**src/rtl/pattern_scan_array_pkg.sv**
```systemverilog
// Shared definitions for the pattern scan array: FSM state encoding and the
// default don't-care character.
package pattern_scan_array_pkg;

    typedef enum logic [1:0] {
        ST_IDLE = 2'd0,
        ST_LOAD = 2'd1,
        ST_SCAN = 2'd2,
        ST_DONE = 2'd3
    } state_e;

    localparam logic [7:0] WILDCARD_DEFAULT = 8'h3F;

endpackage

```
**src/rtl/pattern_scan_array_pe_cmp_cell.sv**
```systemverilog
// One shift-and processing element: holds one pattern character and the
// matching D bit for that pattern position.
module pe_cmp_cell
    import pattern_scan_array_pkg::*;
#(
    parameter int                 DWIDTH   = 8,
    parameter logic [DWIDTH-1:0]  WILDCARD = DWIDTH'(WILDCARD_DEFAULT)
) (
    input  logic              clk,
    input  logic              reset,
    input  logic              clear_i,
    input  logic              load_i,
    input  logic [DWIDTH-1:0] load_char_i,
    input  logic              active_i,
    input  logic              wc_en_i,
    input  logic              step_i,
    input  logic [DWIDTH-1:0] txt_char_i,
    input  logic              d_prev_i,
    output logic              d_next_o,
    output logic              d_o
);

    logic [DWIDTH-1:0] pat_q;
    logic              d_q;
    logic              eq_s;

    // Character compare with optional don't-care
    always_comb begin
        eq_s = active_i & ((pat_q == txt_char_i) | (wc_en_i & (pat_q == WILDCARD)));
    end

    assign d_next_o = d_prev_i & eq_s;
    assign d_o      = d_q;

    // Pattern character storage
    always_ff @(posedge clk or negedge reset) begin
        if (!reset) begin
            pat_q <= '0;
        end else if (load_i) begin
            pat_q <= load_char_i;
        end
    end

    // D bit advances only on an accepted text character
    always_ff @(posedge clk or negedge reset) begin
        if (!reset) begin
            d_q <= 1'b0;
        end else if (clear_i) begin
            d_q <= 1'b0;
        end else if (step_i) begin
            d_q <= d_next_o;
        end
    end

endmodule

```
**src/rtl/pattern_scan_array.sv**
```systemverilog
// Streaming pattern matcher: loads a pattern, then scans text with a
// shift-and cell array, reporting every (overlapping) match position.
module pattern_scan_array
    import pattern_scan_array_pkg::*;
#(
    parameter int                DWIDTH   = 8,
    parameter int                PAT_MAX  = 16,
    parameter int                POS_W    = 16,
    parameter logic [DWIDTH-1:0] WILDCARD = DWIDTH'(WILDCARD_DEFAULT)
) (
    input  logic              clk,
    input  logic              reset,
    input  logic              abort,
    input  logic              wildcard_en,
    input  logic              pat_valid,
    output logic              pat_ready,
    input  logic [DWIDTH-1:0] pat_char,
    input  logic              pat_last,
    input  logic              txt_valid,
    output logic              txt_ready,
    input  logic [DWIDTH-1:0] txt_char,
    input  logic              txt_last,
    output logic              match_valid,
    output logic [POS_W-1:0]  match_pos,
    output logic [POS_W-1:0]  match_count,
    output logic              pat_err,
    output logic              busy,
    output logic              done
);

    localparam int               LEN_W   = $clog2(PAT_MAX + 1);
    localparam logic [LEN_W-1:0] LEN_MAX = LEN_W'(PAT_MAX);
    localparam logic [POS_W-1:0] POS_MAX = '1;

    state_e             state_q, state_d;
    logic [LEN_W-1:0]   pat_len_q;
    logic [POS_W-1:0]   pos_q, match_pos_q, match_count_q;
    logic               match_valid_q, pat_err_q, wc_q;
    logic               pat_hs_s, txt_hs_s, hit_s, clear_s, step_s;
    logic [PAT_MAX-1:0] d_s, d_next_s, active_s, load_s, tail_s;
    logic               d_top_unused_s;

    assign pat_hs_s = pat_valid & pat_ready;
    assign txt_hs_s = txt_valid & txt_ready;
    assign step_s   = txt_hs_s & ~abort;
    assign clear_s  = abort | (state_q != ST_SCAN);
    assign hit_s    = |(d_next_s & tail_s);
    assign d_top_unused_s = d_s[PAT_MAX-1];

    for (genvar g = 0; g < PAT_MAX; g++) begin : g_cell
        logic prev_s;
        if (g == 0) begin : g_first
            assign prev_s = 1'b1;
        end else begin : g_rest
            assign prev_s = d_s[g-1];
        end
        assign active_s[g] = (LEN_W'(g) < pat_len_q);
        assign tail_s[g]   = (pat_len_q == LEN_W'(g + 1));
        assign load_s[g]   = pat_hs_s & ~abort & (pat_len_q == LEN_W'(g));

        pe_cmp_cell #(
            .DWIDTH   (DWIDTH),
            .WILDCARD (WILDCARD)
        ) u_cell (
            .clk         (clk),
            .reset       (reset),
            .clear_i     (clear_s),
            .load_i      (load_s[g]),
            .load_char_i (pat_char),
            .active_i    (active_s[g]),
            .wc_en_i     (wc_q),
            .step_i      (step_s),
            .txt_char_i  (txt_char),
            .d_prev_i    (prev_s),
            .d_next_o    (d_next_s[g]),
            .d_o         (d_s[g])
        );
    end

    // FSM state register
    always_ff @(posedge clk or negedge reset) begin
        if (!reset) begin
            state_q <= ST_IDLE;
        end else begin
            state_q <= state_d;
        end
    end

    // FSM next-state; abort wins over any handshake
    always_comb begin
        state_d = state_q;
        if (abort) begin
            state_d = ST_IDLE;
        end else begin
            case (state_q)
                ST_IDLE: begin
                    if (pat_hs_s) begin
                        state_d = pat_last ? ST_SCAN : ST_LOAD;
                    end else begin
                        state_d = ST_IDLE;
                    end
                end
                ST_LOAD: begin
                    if (pat_hs_s && pat_last) begin
                        state_d = ST_SCAN;
                    end else begin
                        state_d = ST_LOAD;
                    end
                end
                ST_SCAN: begin
                    if (txt_hs_s && txt_last) begin
                        state_d = ST_DONE;
                    end else begin
                        state_d = ST_SCAN;
                    end
                end
                ST_DONE: state_d = ST_IDLE;
                default: state_d = ST_IDLE;
            endcase
        end
    end

    // FSM outputs decoded from the state register
    always_comb begin
        pat_ready = 1'b0;
        txt_ready = 1'b0;
        busy      = 1'b1;
        done      = 1'b0;
        case (state_q)
            ST_IDLE: begin
                pat_ready = 1'b1;
                busy      = 1'b0;
            end
            ST_LOAD: pat_ready = 1'b1;
            ST_SCAN: txt_ready = 1'b1;
            ST_DONE: done      = 1'b1;
            default: busy      = 1'b0;
        endcase
    end

    // Pattern length, text position, match reporting and error flag
    always_ff @(posedge clk or negedge reset) begin
        if (!reset) begin
            pat_len_q     <= '0;
            pos_q         <= '0;
            match_pos_q   <= '0;
            match_count_q <= '0;
            match_valid_q <= 1'b0;
            pat_err_q     <= 1'b0;
            wc_q          <= 1'b0;
        end else if (abort) begin
            pat_len_q     <= '0;
            pos_q         <= '0;
            match_count_q <= '0;
            match_valid_q <= 1'b0;
        end else begin
            match_valid_q <= 1'b0;
            if (pat_hs_s) begin
                if (pat_len_q != LEN_MAX) begin
                    pat_len_q <= pat_len_q + LEN_W'(1);
                end
                if (state_q == ST_IDLE) begin
                    pat_err_q <= 1'b0;
                end else if (pat_len_q == LEN_MAX) begin
                    pat_err_q <= 1'b1;
                end
                if (pat_last) begin
                    wc_q          <= wildcard_en;
                    pos_q         <= '0;
                    match_count_q <= '0;
                end
            end
            if (txt_hs_s) begin
                pos_q <= (pos_q == POS_MAX) ? pos_q : pos_q + POS_W'(1);
                if (hit_s) begin
                    match_valid_q <= 1'b1;
                    match_pos_q   <= pos_q;
                    match_count_q <= (match_count_q == POS_MAX) ? match_count_q
                                                                : match_count_q + POS_W'(1);
                end
            end
            // A finished scan leaves the pattern length ready for a fresh load
            if (state_q == ST_DONE) begin
                pat_len_q <= '0;
            end
        end
    end

    assign match_valid = match_valid_q;
    assign match_pos   = match_pos_q;
    assign match_count = match_count_q;
    assign pat_err     = pat_err_q;

endmodule

```
**config.mk**
```make
export PLATFORM = sky130hd
export DESIGN_NAME = pattern_scan_array
export DESIGN_NICKNAME = d
export VERILOG_FILES = /design/src/rtl/pattern_scan_array_pkg.sv /design/src/rtl/pattern_scan_array_pe_cmp_cell.sv /design/src/rtl/pattern_scan_array.sv
export SDC_FILE = /design/constraint.sdc
export NUM_CORES = 1
export LEC_CHECK = 0
export ABC_AREA = 1
export CORE_ASPECT_RATIO = 1.5
export CORE_MARGIN = 5
export CORE_UTILIZATION = 60
export CTS_CLUSTER_SIZE = 25
export DETAILED_ROUTE_END_ITERATION = 8
export PLACE_DENSITY = 0.9
export SYNTH_ARGS = -nofsm -noshare
export SYNTH_HDL_FRONTEND = slang
export SYNTH_SLANG_ARGS = --single-unit
```
**constraint.sdc**
```tcl
create_clock -name clk -period 2.5 [get_ports clk]
set_clock_uncertainty 0.1 [all_clocks]
set_input_delay 0.25 -clock clk [delete_from_list [all_inputs] [get_ports clk]]
set_output_delay 0.25 -clock clk [all_outputs]
set_load 0.01 [all_outputs]
```
==> metrics <==
status=completed; routed vias=10579; Ys Warns=0; number of I/O pins=62; Distinct cells, synth=41; Finish-stage setup viols=0; sequential group share of total power=0.457; first-pass GRT wire length=49380 um; Inserted Diodes=0; syn nets=1484; setup slack, reg-to-reg=0.01 ns; CP Capture Point=match_count[4]; mapped cell area=11200 um2; Final Hold Fails=0; fin nets=1585; drt via density=5.806; Worst EP required=2.79 ns; Sw Pwr=2153 uW; Inst Count DP=1775; Hold Crit Class=in2async; clock-pin slew on the worst setup and hold paths=0.07 ns; Die Ht=177.3 um; fin worst setup slack=0.01440 ns; period utilization=0.9942; Final min period=2.486 ns; combinational group share of total power=0.144; remaining global-route overflow=0; Post-route DRC=0; hold slack=0.1960 ns; max_cap viols=0; Net Sw Frac=0.2676; WP data arrival=2.78 ns; # port buffers=61; worst slew pin tran=0.7821 ns; final WL=31090 um; normalized max-slew margin=0.4780; Layout fillers=1285; Pleak=0.005970 uW; Peak VDD IR=0.5168 mV; wire per inst=17.06 um; largest net degree at the start of global routing=63; most common cell after layout, fill and taps aside=nand2_1; Die ar.=21550 um2; fin. max-slew vios=0; Non-Filler Instances=1822; worst-skew pair later-pin latency=0.50 ns; Fmax achieved=402.3 MHz; register area=5032 um2; worst r2r src=pat_len_q[4]; num rows=61; vias in the first global route=10221; RR Endpoint=match_count[4]; Pint=5892 uW; RSZ-0062 raised after global routing=yes; crit path capture type=flip-flop; reg2reg path depth=16; Critical Path Source=pat_len_q[4]; DRT iter0 DRCs=1243; Core Region=18470 um2; Area Overhead vs Synth=19.13%; routability congestion estimate from global placement=0.9170; Sink Count=201; post-synthesis sequential area ratio=0.4492; kind of critical path=reg2reg; share of cells above drive strength 1=0.1006; most frequent cells in the layout=nand2_1 (457), dfrtp_1 (199), o21ai_0 (161); Initial Utilization=0.6063; Crit Path Max Fanout=13; Total GRT Usage=0.2835; DRT antenna net count=0; P per Cell Area=603.1 nW/um2; Place WS=-0.2563 ns; Mean Syn Cell Area=7.696 um2; hpwl dp=20210 um; die width=121.5 um; Setup TNS=0 ns; H-tree depth=1; drt first pass iters=7; clock share of power=0.399; Post-Syn Instances=1455; total CTS buffers=20; CTS Buffer Depth=3; antenna violations before repair=0; CTS Root Cell=clkbuf_16; Multi-input gate area=5405 um2; Startpoint Class=flip-flop; Yosys reg bits=201; CTS tree=built
power by group through the flow:
stage | clock (uW) | combinational, uW | sequential (uW)
2_1_floorplan | 0 | 710 | 3690
3_3_place_gp | 0 | 1070 | 3710
3_5_place_dp | 0 | 1120 | 3730
4_1_cts | 3230 | 1140 | 3670
5_1_grt | 3370 | 1280 | 3700
6_report | 3210 | 1160 | 3680
synthesized netlist by cell type:
| library cell | n | area (um2) |
|---|---|---|
| buf_4 | 11 | 82.58 |
| nand3_2 | 1 | 10.01 |
| mux2_2 | 1 | 11.26 |
| buf_2 | 7 | 35.03 |
| nor2_2 | 4 | 25.02 |
| a21oi_1 | 52 | 260.3 |
| nor3b_1 | 6 | 45.04 |
| inv_2 | 7 | 26.28 |
| nand3_1 | 62 | 310.3 |
| nand3_4 | 1 | 17.52 |
| inv_1 | 120 | 450.4 |
| nand3b_1 | 15 | 112.6 |
| a31oi_1 | 1 | 6.260 |
| a32o_1 | 4 | 40.04 |
| a21oi_4 | 1 | 16.27 |
| nor2_8 | 2 | 40.04 |
| ha_1 | 5 | 62.56 |
| a22oi_1 | 3 | 22.52 |
| nor3_1 | 24 | 120.1 |
| o21ai_0 | 161 | 805.8 |
| nor2_1 | 105 | 394.1 |
| clkinv_1 | 4 | 15.01 |
| o211ai_1 | 1 | 7.510 |
| dfrtp_1 | 201 | 5030 |
| inv_4 | 2 | 12.51 |
| nand4_1 | 25 | 156.4 |
| clkbuf_1 | 32 | 120.1 |
| nor2_4 | 4 | 45.04 |
| buf_6 | 11 | 123.9 |
| nand2_1 | 458 | 1719 |
| xor2_1 | 7 | 61.31 |
| or2_2 | 1 | 6.260 |
| nand2_4 | 1 | 11.26 |
| nand2_2 | 2 | 12.51 |
| o22ai_1 | 1 | 6.260 |
| xnor2_1 | 107 | 937.2 |
| a41oi_1 | 1 | 8.760 |
| nor3b_2 | 1 | 12.51 |
| a211oi_1 | 1 | 7.510 |
| nor4_1 | 1 | 6.260 |
| o21ai_1 | 1 | 5.000 |
timing repair:
action | 4_1_cts | 5_1_grt
endpoints found under the setup margin | 8 | 30
gates resized for setup | 3 | 24
hold buffers | 1 | 0
setup buffers | 0 | 7
pin swaps | 1 | 4
endpoints found under the hold margin | 58 | 0
cloned | 0 | 3
critical path: stages, from the launching register on:
cell	delay [ns]
dfrtp_2	0.48
nor2_4	0.21
inv_4	0.09
nor2_8	0.12
inv_4	0.05
nor2_4	0.12
inv_2	0.06
nand4_1	0.13
nand3_2	0.11
nor2_4	0.27
nand2_8	0.11
buf_8	0.16
buf_4	0.14
nand2_1	0.05
nand3_1	0.07
nand2_1	0.08
nand2_1	0.05
cell families (layout without fill, tap and decap cells):
family | after synthesis | in the layout | share of synthesized area
adders and majority gates | 5 | 5 | 0.005587
DFF | 201 | 201 | 0.4492
and+or+nand+nor | 713 | 715 | 0.2718
xor gates and xnor gates | 114 | 114 | 0.08916
buffers and inverters | 194 | 307 | 0.07732
muxes | 1 | 1 | 0.001006
AOI/OAI and AO/OA | 227 | 227 | 0.1059
final cells by class:
type                       count  area share
multi-input combinational   1062      0.4052
sequential                   201      0.3772
timing repair buffer         138      0.1039
clock buffer                  28     0.04361
inverter                     133     0.03780
tap                          252     0.02364
clock inverter                 8    0.008629
layer usage:
layer	GRT usage	share of wire	routed length, um	vias up
li1	-	-	-	4847
met1	0.3254	0.35	10970	4975
met2	0.5061	0.50	15540	580
met3	0.03795	0.082	2560	177
met4	0.1542	0.065	2016	0
met5	0	0	0	-
registers in the layout, summed over array words and instances, names as in the netlist:
register             cells
pat_len_q                5
pos_q                   16
state_q                  2
match_valid              1
match_pos               16
match_count             16
pat_err                  1
wc_q                     1
g_cell.u_cell.d_o       15
g_cell.u_cell.pat_q    128
per-stage QoR:
| stage | util | power [uW] | instance area [um2] |
|---|---|---|---|
| detailed placement | 0.6728 | 4849 | 12430 |
| global placement | 0.6728 | 4780 | 12430 |
| finish | 0.7223 | 8045 | 13340 |
| floorplan | - | 4395 | 11200 |
| global route | 0.7223 | 8350 | 13340 |
| CTS | 0.7114 | 8043 | 13140 |
worst min path at each step:
stage / from / endpoint / slack, ns / cells after the start
2_1_floorplan: reset / g_cell[0].u_cell.d_o / -0.15 / 0
3_3_place_gp: reset / match_count[9] / 0.17 / 1
3_5_place_dp: reset / match_count[11] / 0.18 / 1
4_1_cts: reset / match_count[11] / 0.22 / 2
5_1_grt: reset / match_count[10] / 0.24 / 2
6_report: reset / match_count[9] / 0.20 / 2
Power figures use the tool's default switching activity.
